`src/rtl/simd_pkg.sv`:
```
// Shared types for the command issuer: command/scoreboard payloads and FSM state codes.
package simd_pkg;

    localparam int unsigned CMD_ID_WIDTH  = 8;
    localparam int unsigned OPCODE_WIDTH  = 8;
    localparam int unsigned PROC_ID_WIDTH = 2;

    typedef struct packed {
        logic [CMD_ID_WIDTH-1:0] cmd_id;
        logic [CMD_ID_WIDTH-1:0] dep_id;
        logic [OPCODE_WIDTH-1:0] opcode;
    } cmd_t;

    typedef struct packed {
        logic [CMD_ID_WIDTH-1:0]  cmd_id;
        logic [PROC_ID_WIDTH-1:0] proc_id;
    } entry_t;

    localparam logic [2:0] ST_IDLE     = 3'd0;
    localparam logic [2:0] ST_LOOKUP   = 3'd1;
    localparam logic [2:0] ST_STALL    = 3'd2;
    localparam logic [2:0] ST_SELECT   = 3'd3;
    localparam logic [2:0] ST_DISPATCH = 3'd4;
    localparam logic [2:0] ST_RECORD   = 3'd5;
    localparam logic [2:0] ST_FLUSH    = 3'd6;

endpackage

```
`src/rtl/cmd_issuer_picker.sv`:
```
// Lowest-index priority encoder: reports whether any request bit is set and its index.
module proc_picker #(
    parameter int unsigned N  = 4,
    parameter int unsigned IW = 2
) (
    input  logic [N-1:0]  free_i,
    output logic          valid_o,
    output logic [IW-1:0] idx_o
);

    // Scan from the top so the lowest set bit is the last one written.
    always_comb begin
        valid_o = 1'b0;
        idx_o   = '0;
        for (int i = int'(N) - 1; i >= 0; i--) begin
            if (free_i[i]) begin
                valid_o = 1'b1;
                idx_o   = IW'(i);
            end
        end
    end

endmodule

```
`src/rtl/cmd_issuer.sv`:
```
// Command issuer: dependency lookup, processor dispatch and scoreboard record/flush.
// Optional statistics counters are built when ISSUER_STATS_EN is defined.
module cmd_issuer #(
    parameter int unsigned PROC_COUNT   = 4,
    parameter int unsigned ID_WIDTH     = $clog2(PROC_COUNT),
    parameter int unsigned CMD_ID_WIDTH = simd_pkg::CMD_ID_WIDTH
) (
    input  logic                  i_clk,
    input  logic                  i_rst,
    input  logic                  i_cmd_valid,
    output logic                  o_cmd_ready,
    input  simd_pkg::cmd_t        i_cmd,
    output logic                  o_sb_read,
    output logic                  o_sb_write,
    output logic                  o_sb_flush,
    output simd_pkg::entry_t      o_sb_entry,
    input  logic                  i_sb_done,
    input  logic                  i_sb_exists,
    input  logic [ID_WIDTH-1:0]   i_sb_id,
    output logic [PROC_COUNT-1:0] o_proc_valid,
    output simd_pkg::cmd_t        o_proc_cmd,
    input  logic [PROC_COUNT-1:0] i_proc_busy,
    input  logic [PROC_COUNT-1:0] i_proc_done
`ifdef ISSUER_STATS_EN
    ,
    output logic [31:0]           o_issued_cnt,
    output logic [31:0]           o_stall_cnt
`endif
);

    import simd_pkg::*;

    localparam int unsigned PKG_CID_W = simd_pkg::CMD_ID_WIDTH;
    localparam int unsigned PKG_PID_W = simd_pkg::PROC_ID_WIDTH;

    logic [2:0]              state_q, state_d;
    cmd_t                    cmd_q, cmd_d;
    logic [PROC_COUNT-1:0]   occ_q, occ_d;
    logic [PROC_COUNT-1:0]   pend_q, pend_d;
    logic [PROC_COUNT-1:0]   clr_mask, disp_mask;
    logic [ID_WIDTH-1:0]     sel_q, sel_d;
    logic [ID_WIDTH-1:0]     fidx_q, fidx_d;
    logic                    ret_lookup_q, ret_lookup_d;
    logic [CMD_ID_WIDTH-1:0] tbl_q [PROC_COUNT];

    logic                    rd_q, rd_d;
    logic                    wr_q, wr_d;
    logic                    fl_q, fl_d;
    logic                    ready_q, ready_d;
    logic [PROC_COUNT-1:0]   pv_q, pv_d;
    entry_t                  entry_q, entry_d;

    logic                    pick_valid;
    logic [ID_WIDTH-1:0]     pick_idx;
    logic                    flush_valid;
    logic [ID_WIDTH-1:0]     flush_idx;

    // The scoreboard's reported owner id is not needed by this issuer.
    logic                    unused_sb_id;
    assign unused_sb_id = ^i_sb_id;

    proc_picker #(.N(PROC_COUNT), .IW(ID_WIDTH)) u_free_pick (
        .free_i  (~i_proc_busy & ~pend_q & ~occ_q),
        .valid_o (pick_valid),
        .idx_o   (pick_idx)
    );

    proc_picker #(.N(PROC_COUNT), .IW(ID_WIDTH)) u_flush_pick (
        .free_i  (pend_q),
        .valid_o (flush_valid),
        .idx_o   (flush_idx)
    );

    // Next-state, bookkeeping and registered-output look-ahead.
    always_comb begin
        state_d      = state_q;
        cmd_d        = cmd_q;
        sel_d        = sel_q;
        fidx_d       = fidx_q;
        ret_lookup_d = ret_lookup_q;
        clr_mask     = '0;
        disp_mask    = '0;

        case (state_q)
            ST_IDLE: begin
                if (flush_valid) begin
                    state_d      = ST_FLUSH;
                    fidx_d       = flush_idx;
                    ret_lookup_d = 1'b0;
                end else if (i_cmd_valid) begin
                    cmd_d   = i_cmd;
                    state_d = (i_cmd.dep_id != '0) ? ST_LOOKUP : ST_SELECT;
                end
            end
            ST_LOOKUP: begin
                if (i_sb_done) begin
                    state_d = i_sb_exists ? ST_STALL : ST_SELECT;
                end
            end
            ST_STALL: begin
                if (flush_valid) begin
                    state_d      = ST_FLUSH;
                    fidx_d       = flush_idx;
                    ret_lookup_d = 1'b1;
                end
            end
            ST_SELECT: begin
                if (pick_valid) begin
                    sel_d   = pick_idx;
                    state_d = ST_DISPATCH;
                end
            end
            ST_DISPATCH: begin
                disp_mask[sel_q] = 1'b1;
                state_d          = ST_RECORD;
            end
            ST_RECORD: begin
                if (i_sb_done) begin
                    state_d = ST_IDLE;
                end
            end
            ST_FLUSH: begin
                if (i_sb_done) begin
                    clr_mask[fidx_q] = 1'b1;
                    state_d          = ret_lookup_q ? ST_LOOKUP : ST_IDLE;
                end
            end
            default: begin
                state_d = ST_IDLE;
            end
        endcase

        // A new completion always wins over the clear of a different processor.
        pend_d = (pend_q & ~clr_mask) | (i_proc_done & occ_q);
        occ_d  = (occ_q & ~clr_mask) | disp_mask;

        rd_d    = (state_d == ST_LOOKUP);
        wr_d    = (state_d == ST_RECORD);
        fl_d    = (state_d == ST_FLUSH);
        ready_d = (state_d == ST_IDLE) && (pend_d == '0);
        pv_d    = (state_d == ST_DISPATCH) ? (PROC_COUNT'(1) << sel_d) : '0;

        entry_d = '0;
        case (state_d)
            ST_LOOKUP: begin
                entry_d.cmd_id = PKG_CID_W'(cmd_d.dep_id);
            end
            ST_RECORD: begin
                entry_d.cmd_id  = PKG_CID_W'(cmd_q.cmd_id);
                entry_d.proc_id = PKG_PID_W'(sel_q);
            end
            ST_FLUSH: begin
                entry_d.cmd_id  = PKG_CID_W'(tbl_q[fidx_d]);
                entry_d.proc_id = PKG_PID_W'(fidx_d);
            end
            default: begin
                entry_d = '0;
            end
        endcase
    end

    // State, bookkeeping and output registers.
    always_ff @(posedge i_clk) begin
        if (i_rst) begin
            state_q      <= ST_IDLE;
            cmd_q        <= '0;
            occ_q        <= '0;
            pend_q       <= '0;
            sel_q        <= '0;
            fidx_q       <= '0;
            ret_lookup_q <= 1'b0;
            rd_q         <= 1'b0;
            wr_q         <= 1'b0;
            fl_q         <= 1'b0;
            ready_q      <= 1'b0;
            pv_q         <= '0;
            entry_q      <= '0;
            for (int k = 0; k < int'(PROC_COUNT); k++) begin
                tbl_q[k] <= '0;
            end
        end else begin
            state_q      <= state_d;
            cmd_q        <= cmd_d;
            occ_q        <= occ_d;
            pend_q       <= pend_d;
            sel_q        <= sel_d;
            fidx_q       <= fidx_d;
            ret_lookup_q <= ret_lookup_d;
            rd_q         <= rd_d;
            wr_q         <= wr_d;
            fl_q         <= fl_d;
            ready_q      <= ready_d;
            pv_q         <= pv_d;
            entry_q      <= entry_d;
            if (state_q == ST_DISPATCH) begin
                tbl_q[sel_q] <= CMD_ID_WIDTH'(cmd_q.cmd_id);
            end
        end
    end

    assign o_cmd_ready  = ready_q;
    assign o_sb_read    = rd_q;
    assign o_sb_write   = wr_q;
    assign o_sb_flush   = fl_q;
    assign o_sb_entry   = entry_q;
    assign o_proc_valid = pv_q;
    assign o_proc_cmd   = cmd_q;

`ifdef ISSUER_STATS_EN
    logic [31:0] issued_q;
    logic [31:0] stall_q;

    // Dispatch count and cycles spent waiting on a dependency or a free processor.
    always_ff @(posedge i_clk) begin
        if (i_rst) begin
            issued_q <= '0;
            stall_q  <= '0;
        end else begin
            if (state_q == ST_DISPATCH) begin
                issued_q <= issued_q + 32'd1;
            end
            if ((state_q == ST_STALL) || ((state_q == ST_SELECT) && !pick_valid)) begin
                stall_q <= stall_q + 32'd1;
            end
        end
    end

    assign o_issued_cnt = issued_q;
    assign o_stall_cnt  = stall_q;
`endif

endmodule
```
`config.mk`:
```
export PLATFORM = sky130hd
export DESIGN_NAME = cmd_issuer
export DESIGN_NICKNAME = d
export VERILOG_FILES = /design/src/rtl/simd_pkg.sv /design/src/rtl/cmd_issuer_picker.sv /design/src/rtl/cmd_issuer.sv
export SDC_FILE = /design/constraint.sdc
export NUM_CORES = 1
export LEC_CHECK = 0
export CAP_MARGIN = 0
export CORE_ASPECT_RATIO = 0.5
export CORE_MARGIN = 1
export CORE_UTILIZATION = 55
export DETAILED_ROUTE_END_ITERATION = 10
export PLACE_DENSITY_LB_ADDON = 0.2
export SLEW_MARGIN = 40
export SYNTH_ARGS = -nofsm -noshare
export SYNTH_HDL_FRONTEND = slang
export SYNTH_SLANG_ARGS = --single-unit
```
`constraint.sdc`:
```
create_clock -name i_clk -period 5.7 [get_ports i_clk]
set_input_delay 1.14 -clock i_clk [delete_from_list [all_inputs] [get_ports i_clk]]
set_output_delay 1.14 -clock i_clk [all_outputs]
set_load 0.03 [all_outputs]
```
==> results.yml <==
run_status:
  status: "complete, no violations"
global_route:
  grt_max_degree: 44
  grt_pass1_vias: 3510
  grt_pass1_wl_um: 17500
  grt.overflow.total: 0
  grt_usage_pct: 30.6
  antenna_found_initial: 0
route:
  via_per_inst: 6.61
  avgRoutedWirePerCell_um: 19.8
  num_vias: 3759
  wirelength_um: 11300
  postRouteAntennaNets: 0
  drc: 0
  drtIter0Drc: 444
  dr.pass1.iters: 5
setup_path:
  path_cells: "clkdlybuf4s50_1, clkinv_1, nor3_4, a311o_2, o2111ai_1, o31ai_1"
  criticalPathCategory: "input port to flip-flop"
  critPathMaxFanout: 18
  cpPeakStageDelay_ns: 0.83
  critPathLaunchType: "input port"
  crit_required_ns: 5.94
  worstPathArrival_ns: 3.91
  crit_slowest_cell: "nor3_4"
  end_kind: "flip-flop"
yosys:
  ys_ff_latch: 90
  synth_edf_count: 32
  seq_area_frac_synth_pct: 52.0
  avgSynthCellArea_um2: 9.97
  synthFlopType: "dfxtp_1"
  ys_async_sr_fraction_pct: 0
  ys_warn_count: 0
  syn_nets: 448
  synthCells: 409
  syn_area_um2: 4080
  synth_cell_types: 55
place:
  dp_cells: 553
  place.detailed.hpwl_um: 7790
  place_ws_ns: 1.75
  port_buffers: 78
  place_congestion: 0.878
layout:
  multi_input_area_um2: 1760
  finalNetCount: 511
  n_fill_cell: 471
  layout_common_cells: "clkdlybuf4s50_1 (78), dfxtp_1 (57), nand2_1 (40), a21oi_1 (40), edfxtp_1 (32)"
  area_growth_pct: 25.5
  regArea_um2: 2120
  diodes: 0
  stdcell_count: 569
  drive_gt1_share_pct: 9.64
  layout_commonest_cell: "clkdlybuf4s50_1"
power:
  pwr_density_cell_nw_per_um2: 322
  p_comb_share_pct: 22.9
  fin_total_pwr_mw: 1.65
  sw_frac_of_total_pct: 31.5
  p_switching_mw: 0.519
  peakVddDrop_uv: 209
  p_leak_nw: 1.79
  p_int_mw: 1.13
  seq_power_share_pct: 45.2
  clockPowerShare_pct: 31.9
clock_tree:
  cts_setup_buffers: 0
  clk_pin_slew_worst_paths_ns: 0.06
  insertion_delay_ns: 0.34
  cts_sinks: 90
  root_buffer: "clkbuf_16"
  cts_buffers: 9
  clockBufferDepth: 2
  cts_tree: "built"
  cts_resized: 0
  cts.htree.levels: 3
  postCtsHoldBufs: 0
sta:
  rsz0062_at_grt: "no"
  maxSlewViolCount: 0
  tns_ns: 0
  period_share_pct: 64.4
  fin_crit_ns: 3.67
  tightest_slew_ns: 0.821
  fin_skew_ns: 0.00500
  final-setup-viol-count: 0
  finalHoldViolCount: 0
  slew_headroom_pct: 45.1
  timing.fmax_ghz: 0.273
  finalWorstSetupSlack_ns: 2.03
min_path:
  min_path_type: "flip-flop to flip-flop"
die:
  fp.dieH_um: 62.9
  rows: 21
  io_pins: 81
  dieArea_um2: 7790
  fp.dieW_um: 124
  floorplan.initialDensity_pct: 59.0
  core_region_area_um2: 6910
job:
  maxCapViolations: 0
worst paths after layout:
path                                                  from  slack [ns]                          to  depth (start not counted)
worst max-delay path                           i_cmd_valid        2.03    o_sb_entry[6]$_SDFF_PP0_                          6
worst min-delay path            o_proc_cmd[2]$_SDFFE_PP0P_        0.47  o_proc_cmd[2]$_SDFFE_PP0P_                          2
worst max register to register       state_q[2]$_SDFF_PP0_        2.86    o_sb_entry[3]$_SDFF_PP0_                          5
worst min register to register  o_proc_cmd[2]$_SDFFE_PP0P_        0.47  o_proc_cmd[2]$_SDFFE_PP0P_                          2
state kept, by name (all words and copies together), names as in the netlist:
signal	flops
fidx_q	2
o_cmd_ready	1
o_proc_cmd	24
o_proc_valid	4
o_sb_entry	10
o_sb_flush	1
o_sb_read	1
o_sb_write	1
occ_q	4
pend_q	4
ret_lookup_q	1
sel_q	2
state_q	3
tbl_q	32
area by class of cell:
type / instances / area share [%]
flip-flops and latches: 90 / 41.5
multi-input cells: 275 / 34.4
repair buffers: 81 / 15.7
clock buffers: 9 / 4.40
well taps: 92 / 2.25
inverters: 15 / 1.10
clock inverters: 7 / 0.709
metal layers:
| metal | wire, um | vias to the layer above | global-route usage, % |
|---|---|---|---|
| met3 | 1500 | 32 | 9.49 |
| met2 | 4970 | 271 | 47.4 |
| met4 | 257 | 0 | 11.6 |
| met5 | 0 | - | 0 |
| li1 | - | 1685 | - |
| met1 | 4530 | 1771 | 40.0 |
power groups by stage:
stage | clock [mW] | combinational (mW) | sequential, mW
6_report | 0.527 | 0.378 | 0.746
5_1_grt | 0.552 | 0.402 | 0.750
4_1_cts | 0.526 | 0.374 | 0.744
3_5_place_dp | 0 | 0.370 | 0.758
3_3_place_gp | 0 | 0.360 | 0.753
2_1_floorplan | 0 | 0.197 | 0.801
Yosys cell counts (4+ instances only):
master     instances  area (um^2)
nand4_1           12         75.1
buf_6              4         45.0
a21oi_1           40          200
clkbuf_1          15         56.3
nand2_1           40          150
o2111ai_1          8         70.1
nand3_1            7         35.0
and3_1            17          106
nor2_1            24         90.1
or3_1              5         31.3
o31ai_1            8         60.1
a311oi_1           8         70.1
inv_1             13         48.8
and2_1             8         50.1
a211oi_1          17          128
buf_2              8         40.0
nor3_1             7         35.0
edfxtp_1          32          961
o31ai_2            8          100
dfxtp_1           58         1160
nor4_1            19          119
metrics by stage:
step	cell area, um^2	hold slack, ns	utilization [%]
after detailed placement	4860	0.452	70.3
after CTS	5120	0.463	74.1
after global placement	4840	0.442	70.1
after floorplan	4080	0.463	-
final	5120	0.465	74.1
after global routing	5120	0.491	74.1
critical path: cells and delay by family:
| kind | cells | cell delay [ns] |
|---|---|---|
| simple gates | 1 | 0.83 |
| buf+inv | 2 | 1.16 |
| compound gates | 3 | 0.78 |
cells by family (layout without fill, tap and decap cells):
logic type	after synthesis	after routing	share of synthesized area, %
AND/OR/NAND/NOR	158	158	21.3
AO/OA/AOI/OAI	116	116	21.3
flip-flops	90	90	52.0
buffers and inverters	44	112	5.12
adder cells (fa/ha/maj)	1	1	0.276
No activity file was read; power rests on OpenSTA's default activity.
